--- src/rtl/clk_gate_ctrl_pkg.sv ---
// clk_gate_ctrl_pkg: shared state encoding and wake-counter width for the clock-gating controller
package clk_gate_ctrl_pkg;
    typedef enum logic [1:0] {
        ST_OFF   = 2'd0,
        ST_WAKE  = 2'd1,
        ST_ON    = 2'd2,
        ST_DRAIN = 2'd3
    } state_t;
    localparam int WAKE_W = 4;
endpackage

--- src/rtl/clk_gate_chan.sv ---
// clk_gate_chan: one gated domain -- OFF/WAKE/ON/DRAIN FSM with wake-settle and idle counters
// Ports: CLK, RSTN (async active-low), act (request), IDLE_LIMIT (live threshold),
//        SCAN_MODE (freeze, only with CLK_GATE_CTRL_SCAN_EN), GATE_E / ACK / GATED (registered)
import clk_gate_ctrl_pkg::*;
module clk_gate_chan #(
    parameter int IDLE_W   = 8,
    parameter int WAKE_CYC = 2
) (
    input  logic              CLK,
    input  logic              RSTN,
    input  logic              act,
    input  logic [IDLE_W-1:0] IDLE_LIMIT,
`ifdef CLK_GATE_CTRL_SCAN_EN
    input  logic              SCAN_MODE,
`endif
    output logic              GATE_E,
    output logic              ACK,
    output logic              GATED
);
    state_t            st, st_n;
    logic [WAKE_W-1:0] wcnt, wcnt_n;
    logic [IDLE_W-1:0] cnt, cnt_n;
    always_comb begin
        st_n   = st;
        wcnt_n = wcnt;
        cnt_n  = cnt;
        case (st)
            ST_OFF: if (act) begin
                st_n   = ST_WAKE;
                wcnt_n = WAKE_W'(WAKE_CYC - 1);
            end
            ST_WAKE: if (wcnt == '0) begin
                st_n  = ST_ON;
                cnt_n = '0;
            end else wcnt_n = wcnt - 1'b1;
            // >= rather than == so a limit lowered below cnt drains at the next idle edge,
            // and cnt saturates because the compare fires before any wrap
            ST_ON: if (act) cnt_n = '0;
                   else if (cnt >= IDLE_LIMIT) st_n = ST_DRAIN;
                   else cnt_n = cnt + 1'b1;
            ST_DRAIN: begin
                st_n  = act ? ST_ON : ST_OFF;
                cnt_n = '0;
            end
            default: st_n = ST_OFF;
        endcase
`ifdef CLK_GATE_CTRL_SCAN_EN
        if (SCAN_MODE) begin
            st_n   = st;
            wcnt_n = wcnt;
            cnt_n  = cnt;
        end
`endif
    end
    // Outputs are flops decoded from the next state so GATE_E reaches the latch glitch-free
    always_ff @(posedge CLK or negedge RSTN) begin
        if (!RSTN) begin
            st     <= ST_OFF;
            wcnt   <= '0;
            cnt    <= '0;
            GATE_E <= 1'b0;
            ACK    <= 1'b0;
            GATED  <= 1'b1;
        end else begin
            st     <= st_n;
            wcnt   <= wcnt_n;
            cnt    <= cnt_n;
            GATE_E <= st_n != ST_OFF;
            ACK    <= st_n == ST_ON;
            GATED  <= st_n == ST_OFF;
        end
    end
endmodule

--- src/rtl/clk_gate_ctrl.sv ---
// clk_gate_ctrl: per-domain clock-gate enable controller for a bank of latch-based gate cells
// Ports: CLK, RSTN (async active-low), REQ / FORCE_ON (per-domain activity), IDLE_LIMIT,
//        SCAN_MODE (only with CLK_GATE_CTRL_SCAN_EN: forces GATE_E high, freezes FSMs),
//        GATE_E / ACK / GATED (per domain)
import clk_gate_ctrl_pkg::*;
module clk_gate_ctrl #(
    parameter int N_DOM    = 4,
    parameter int IDLE_W   = 8,
    parameter int WAKE_CYC = 2
) (
    input  logic              CLK,
    input  logic              RSTN,
`ifdef CLK_GATE_CTRL_SCAN_EN
    input  logic              SCAN_MODE,
`endif
    input  logic [N_DOM-1:0]  REQ,
    input  logic [N_DOM-1:0]  FORCE_ON,
    input  logic [IDLE_W-1:0] IDLE_LIMIT,
    output logic [N_DOM-1:0]  GATE_E,
    output logic [N_DOM-1:0]  ACK,
    output logic [N_DOM-1:0]  GATED
);
    logic [N_DOM-1:0] ge;
    for (genvar g = 0; g < N_DOM; g++) begin : g_chan
        clk_gate_chan #(.IDLE_W(IDLE_W), .WAKE_CYC(WAKE_CYC)) u_chan (
            .CLK        (CLK),
            .RSTN       (RSTN),
            .act        (REQ[g] | FORCE_ON[g]),
            .IDLE_LIMIT (IDLE_LIMIT),
`ifdef CLK_GATE_CTRL_SCAN_EN
            .SCAN_MODE  (SCAN_MODE),
`endif
            .GATE_E     (ge[g]),
            .ACK        (ACK[g]),
            .GATED      (GATED[g])
        );
    end
`ifdef CLK_GATE_CTRL_SCAN_EN
    assign GATE_E = ge | {N_DOM{SCAN_MODE}};
`else
    assign GATE_E = ge;
`endif
endmodule

--- config.mk ---
export PLATFORM = sky130hd
export DESIGN_NAME = clk_gate_ctrl
export DESIGN_NICKNAME = d
export VERILOG_FILES = /design/src/rtl/clk_gate_ctrl_pkg.sv /design/src/rtl/clk_gate_chan.sv /design/src/rtl/clk_gate_ctrl.sv
export SDC_FILE = /design/constraint.sdc
export NUM_CORES = 1
export LEC_CHECK = 0
export BUFFER_PORTS_ARGS = -buffer_cell sky130_fd_sc_hd__buf_2
export CORE_MARGIN = 2
export CORE_UTILIZATION = 47
export DETAILED_ROUTE_END_ITERATION = 10
export GPL_TIMING_DRIVEN = 0
export PLACE_DENSITY = 0.69
export SLEW_MARGIN = 0
export SYNTH_ARGS = -nofsm -noshare
export SYNTH_HDL_FRONTEND = slang
export SYNTH_SLANG_ARGS = --single-unit
--- constraint.sdc ---
create_clock -name CLK -period 4.3 [get_ports CLK]
set_clock_uncertainty 0.05 [all_clocks]
set_input_delay 0.215 -clock CLK [delete_from_list [all_inputs] [get_ports CLK]]
set_output_delay 0.215 -clock CLK [all_outputs]
set_load 0.02 [all_outputs]
# Word level (Yosys, flattened, before mapping)
# Cells that the tools add are included.
dict set report word_totals {
  regBits 68
  latchBits 0
  mem_bits_rw 0
  romBits 0
  output_inout_bits 12
  memories 0
}
dict set report classes {
  add_sub_neg 8
  mul 0
  n_div 0
  magnitude_cmp 4
  eq_ne 32
  shifts 0
  n_mux 52
  bitwise 4
  n_reduce_logical 32
}
# operator count
set op_table {}
lappend op_table {{two-way mux 8 bit} 12}
lappend op_table {{one-hot mux 8 bit (3 select lines)} 4}
lappend op_table {{two-way mux 2 bit} 20}
lappend op_table {{adder 8 x 1 -> 8 bit (second input constant)} 4}
lappend op_table {{greater-or-equal comparator 8 bit} 4}
lappend op_table {{two-way mux 4 bit} 8}
lappend op_table {{one-hot mux 2 bit (4 select lines)} 4}
lappend op_table {{one-hot mux 4 bit (2 select lines)} 4}
lappend op_table {{equality test 2 bit (second input constant)} 12}
lappend op_table {{AND reduction 3 bit} 8}
lappend op_table {{zero test 2 bit} 8}
lappend op_table {{zero test 4 bit} 4}
lappend op_table {{inequality test 2 x 1 -> 1 bit (second input constant)} 8}
lappend op_table {{nonzero test 2 bit} 8}
lappend op_table {{subtractor 4 x 1 -> 4 bit (second input constant)} 4}
lappend op_table {{inequality test 3 x 2 -> 1 bit (second input constant)} 4}
lappend op_table {{nonzero test 3 bit} 4}
lappend op_table {{equality test 2 x 1 -> 1 bit (second input constant)} 4}
lappend op_table {{inequality test 2 bit (second input constant)} 4}
lappend op_table {{bitwise OR 1 bit} 4}

# Longest topological paths before layout
dict set report logic_depth {
  word_depth 5
  depth_mapped 10
  mapped_depth_nobuf 8
}

# Hierarchy
# A second synthesis with hierarchy kept.
dict set report unflattened {
  cells_unflattened 504
  area_unflattened_um2 4724.5
}
# mod n_inst cells_each area_each_um2 seq_area_each_um2
set modules_own_cells {}
lappend modules_own_cells {clk_gate_chan 4 125 1174.9 426.7}
lappend modules_own_cells {clk_gate_ctrl 1 4 25.0 0.0}

# Worst setup path before layout
# No wires, ideal clock.
dict set report synth_timing {
  path_kind {register to register}
  from {register g_chan[3].u_chan.cnt[2]}
  to {register g_chan[3].u_chan.cnt[6]}
  setup_time_ns 0.124
  t_arrival_ns 1.982
  required_ns 4.126
  slack_ns 2.144
  stages_incl_launch_ff 10
  n_path_buf 2
  period_less_slack_ns 2.156
  cell_sequence {dfrtp_1 ha_1 and3_1 o21ai_1 a311oi_1 or2_1 buf_6 buf_8 o211a_1 a211o_1}
}
dict set report synth_via {
  elab_chain_cells 4
  word_cells_on_any_way 7
}
# element line
set synth_rtl {}
lappend synth_rtl {{from (decl)} clk_gate_chan.sv:22} ;# logic [IDLE_W-1:0] cnt, cnt_n;
lappend synth_rtl {{from (signal assigned)} clk_gate_chan.sv:67} ;# cnt <= cnt_n;
lappend synth_rtl {{adder 8 x 1 -> 8 bit} clk_gate_chan.sv:40} ;# else cnt_n = cnt + 1'b1;
lappend synth_rtl {{two-way mux 8 bit} clk_gate_chan.sv:39} ;# else if (cnt >= IDLE_LIMIT) st_n = ST_DRAIN;
lappend synth_rtl {{two-way mux 8 bit} clk_gate_chan.sv:38} ;# ST_ON: if (act) cnt_n = '0;
lappend synth_rtl {{one-hot mux 8 bit (3 select lines)} clk_gate_chan.sv:27} ;# case (st)
# Parallel ways exist; a longest one is shown, timed or not. The select of a mux whose other input is x is not followed.
# A chain may end at the register's enable or synchronous reset.

# Worst setup path after layout
# Same ends and word-level chain as after synthesis.

==> flow_summary.json <==
{
  "initial_core_util_pct": 47.81,
  "ant_nets": 0,
  "netlist_top_cells_area": "dfrtp_1 (37%), ha_1 (12%), nand3_1 (4.0%)",
  "cts.sinks": 68,
  "h-tree-depth": 3,
  "die_y_um": 100.5,
  "clkLatencyLatePin_ns": 0.35,
  "vdd_drop_max_mv": 0.3290,
  "p_per_area_nw_per_um2": 494.4,
  "gr-total-overflow": 0,
  "dp_hpwl_um": 6424,
  "cp-end-kind": "register",
  "root_buffer": "clkbuf_8",
  "cts_setup_buffers": 0,
  "outcome": "finished clean",
  "synth_area_leader_cell": "dfrtp_1",
  "hold_violations": 0,
  "fmax_mhz": 426.8,
  "synth_edf_count": 0,
  "post-route-period-util_pct": 54.49,
  "firstDrtPassIters": 4,
  "cp_max_fo": 10,
  "post_drt_wl_per_cell_um": 13.79,
  "ys.flop_type": "dfrtp_1",
  "core_um2": 9153,
  "syn_inst": 480,
  "yosysSeqAreaShare_pct": 39.00,
  "nFillCells": 812,
  "maxSlewHeadroom_pct": 42.46,
  "ys_seq_elements": 68,
  "avgSynthCellArea_um2": 9.116,
  "clk_pin_slew_ns": 0.08,
  "hold_path.class": "in2reg",
  "ioPinCount": 30,
  "grt_pass1_vias": 3547,
  "rsz0062_at_grt": "false",
  "ys_top_cells_by_count": "dfrtp_1 (64), ha_1 (41), nand2_1 (41), inv_1 (38), nand3_1 (35)",
  "cts_tree": "yes",
  "ys_types": 59,
  "required_ns": 4.49,
  "final_nets": 580,
  "worstPathArrival_ns": 2.53,
  "yosys_warnings": 0,
  "numCtsBuffers": 9,
  "gp_congestion": 0.8361,
  "yosysMostFrequentCell": "dfrtp_1",
  "finish.instance_area_um2": 4873,
  "syn2layout_area_growth_pct": 11.38,
  "track_usage_pct": 19.30,
  "cp-start-kind": "register",
  "wl_um": 8784,
  "die_x_um": 100.5,
  "drtIter0Drc": 169,
  "grt_max_degree": 69,
  "tns_ns": 0,
  "setup_viol": 0,
  "drcViolationCount": 0,
  "power_w": 0.002409,
  "synth_nets": 539,
  "rows": 35,
  "synthesis.area_um2": 4375,
  "drv_cap": 0,
  "die_area_um2": 10100,
  "synth_top_area_share_pct": 36.60,
  "layout-drive-gt1-share_pct": 15.40,
  "async_flop_share_pct": 100.0,
  "io_buffers": 29,
  "grt_pass1_wl_um": 15790,
  "placed_cell_area_um2": 4662,
  "leakage_nw": 2.318,
  "routed-via-count": 3651,
  "cts_resized": 0,
  "routed_via_density": 5.732,
  "post-route-min-period_ns": 2.343,
  "path_class": "reg2reg",
  "worstMarginPinSlew_ns": 0.8631,
  "cts_buffer_depth": 2,
  "antenna_found_initial": 0,
  "diodes": 0,
  "final_max_slew_viol_count": 0
}
## logic make-up after synthesis
| kind of cell | share of synthesized area (%) |
|---|---|
| compound gates | 19.25 |
| xor+xnor | 1.001 |
| fa+ha+maj | 11.72 |
| buf+inv | 7.263 |
| flops | 39.00 |
| mux | 1.744 |
| simple gates | 20.02 |
## power breakdown
part	internal (W)	switching, W	total, W
registers	0.000797	0.000113	0.000910
clock network	0.000286	0.000258	0.000544
logic	0.000398	0.000557	0.000955
total	0.00148	0.000927	0.00241
## repair_timing
action                                  in CTS  in global routing
hold buffers                                 1                  0
endpoints found under the setup margin       0                  0
hold endpoints to repair                    64                  0
## layout by cell type, fill, tap and decap left out, drive strengths merged, types with 3 or more instances in the layout
cell type,synthesis,final
mux2,5,5
nor3,8,8
o211ai,15,15
nand4,8,8
a31oi,8,8
a21oi,25,25
xnor2,4,4
nand3,35,35
a211oi,3,3
a22o,11,11
dfrtp,64,64
or2,6,6
and2,7,7
nor2,21,21
a21o,7,7
buf,17,46
inv,40,41
o31ai,4,4
nor4,7,7
clkbuf,10,21
o21ai,28,28
or3,4,4
a22oi,4,4
dfstp,4,4
nor3b,3,3
nand2,43,43
and3,9,9
nor2b,5,5
ha,41,41
or4,12,12
## critical path, stage by stage (launching register included)
cell and delay [ns]:
dfrtp_1 0.47, ha_1 0.32, and3_1 0.18, o21ai_1 0.11, a311oi_1 0.13, or2_1 0.24
buf_6 0.13, buf_8 0.13, o211a_1 0.21, a211o_1 0.26
## per-stage QoR
| step | hold WS (ns) | std cells | setup slack [ns] | util [%] |
|---|---|---|---|---|
| 2_1_floorplan | -0.1306 | 480 | 2.144 | - |
| 3_3_place_gp | 0.4256 | 620 | 2.001 | 50.91 |
| 3_5_place_dp | 0.3434 | 620 | 1.956 | 50.94 |
| 4_1_cts | 0.1099 | 637 | 1.959 | 53.25 |
| 5_1_grt | 0.1088 | 637 | 1.771 | 53.25 |
| 6_report | 0.1190 | 637 | 1.957 | 53.25 |
## sequential cells by signal, indices dropped and copies added (netlist names)
register              flops
g_chan.u_chan.ACK         4
g_chan.u_chan.wcnt       16
g_chan.u_chan.GATE_E      4
g_chan.u_chan.st          8
g_chan.u_chan.GATED       4
g_chan.u_chan.cnt        32
## per-layer routing
| metal | track usage (%) | routed length (um) | vias up |
|---|---|---|---|
| met5 | 0 | 0 | - |
| met4 | 6.112 | 100 | 0 |
| met3 | 4.022 | 264 | 10 |
| met2 | 31.29 | 4030 | 43 |
| met1 | 26.05 | 4389 | 1763 |
| li1 | - | - | 1835 |
## layout make-up
class	count	area [um^2]	share of cell area, %
Multi-Input combinational cell	345	2351	48.24
Sequential cell	68	1707	35.02
Buffer	27	167.7	3.440
Timing Repair Buffer	30	157.7	3.235
Inverter	40	150.1	3.081
Clock buffer	11	141.4	2.901
Tap cell	111	138.9	2.850
Clock inverter	5	60.06	1.232
## path summary, 6_finish.rpt
check | from | to | slack [ns] | cells after the start
max | g_chan[3].u_chan.cnt[2] | g_chan[3].u_chan.cnt[6] | 1.96 | 9
min | REQ[0] | g_chan[0].u_chan.GATED | 0.12 | 3
max reg2reg | g_chan[3].u_chan.cnt[2] | g_chan[3].u_chan.cnt[6] | 1.96 | 9
min reg2reg | g_chan[1].u_chan.cnt[7] | g_chan[1].u_chan.cnt[7] | 0.46 | 1
max in group asynchronous | RSTN | g_chan[2].u_chan.ACK | 3.18 | 2
min in group asynchronous | RSTN | g_chan[0].u_chan.cnt[0] | 0.46 | 2
Power figures use the tool's default switching activity.
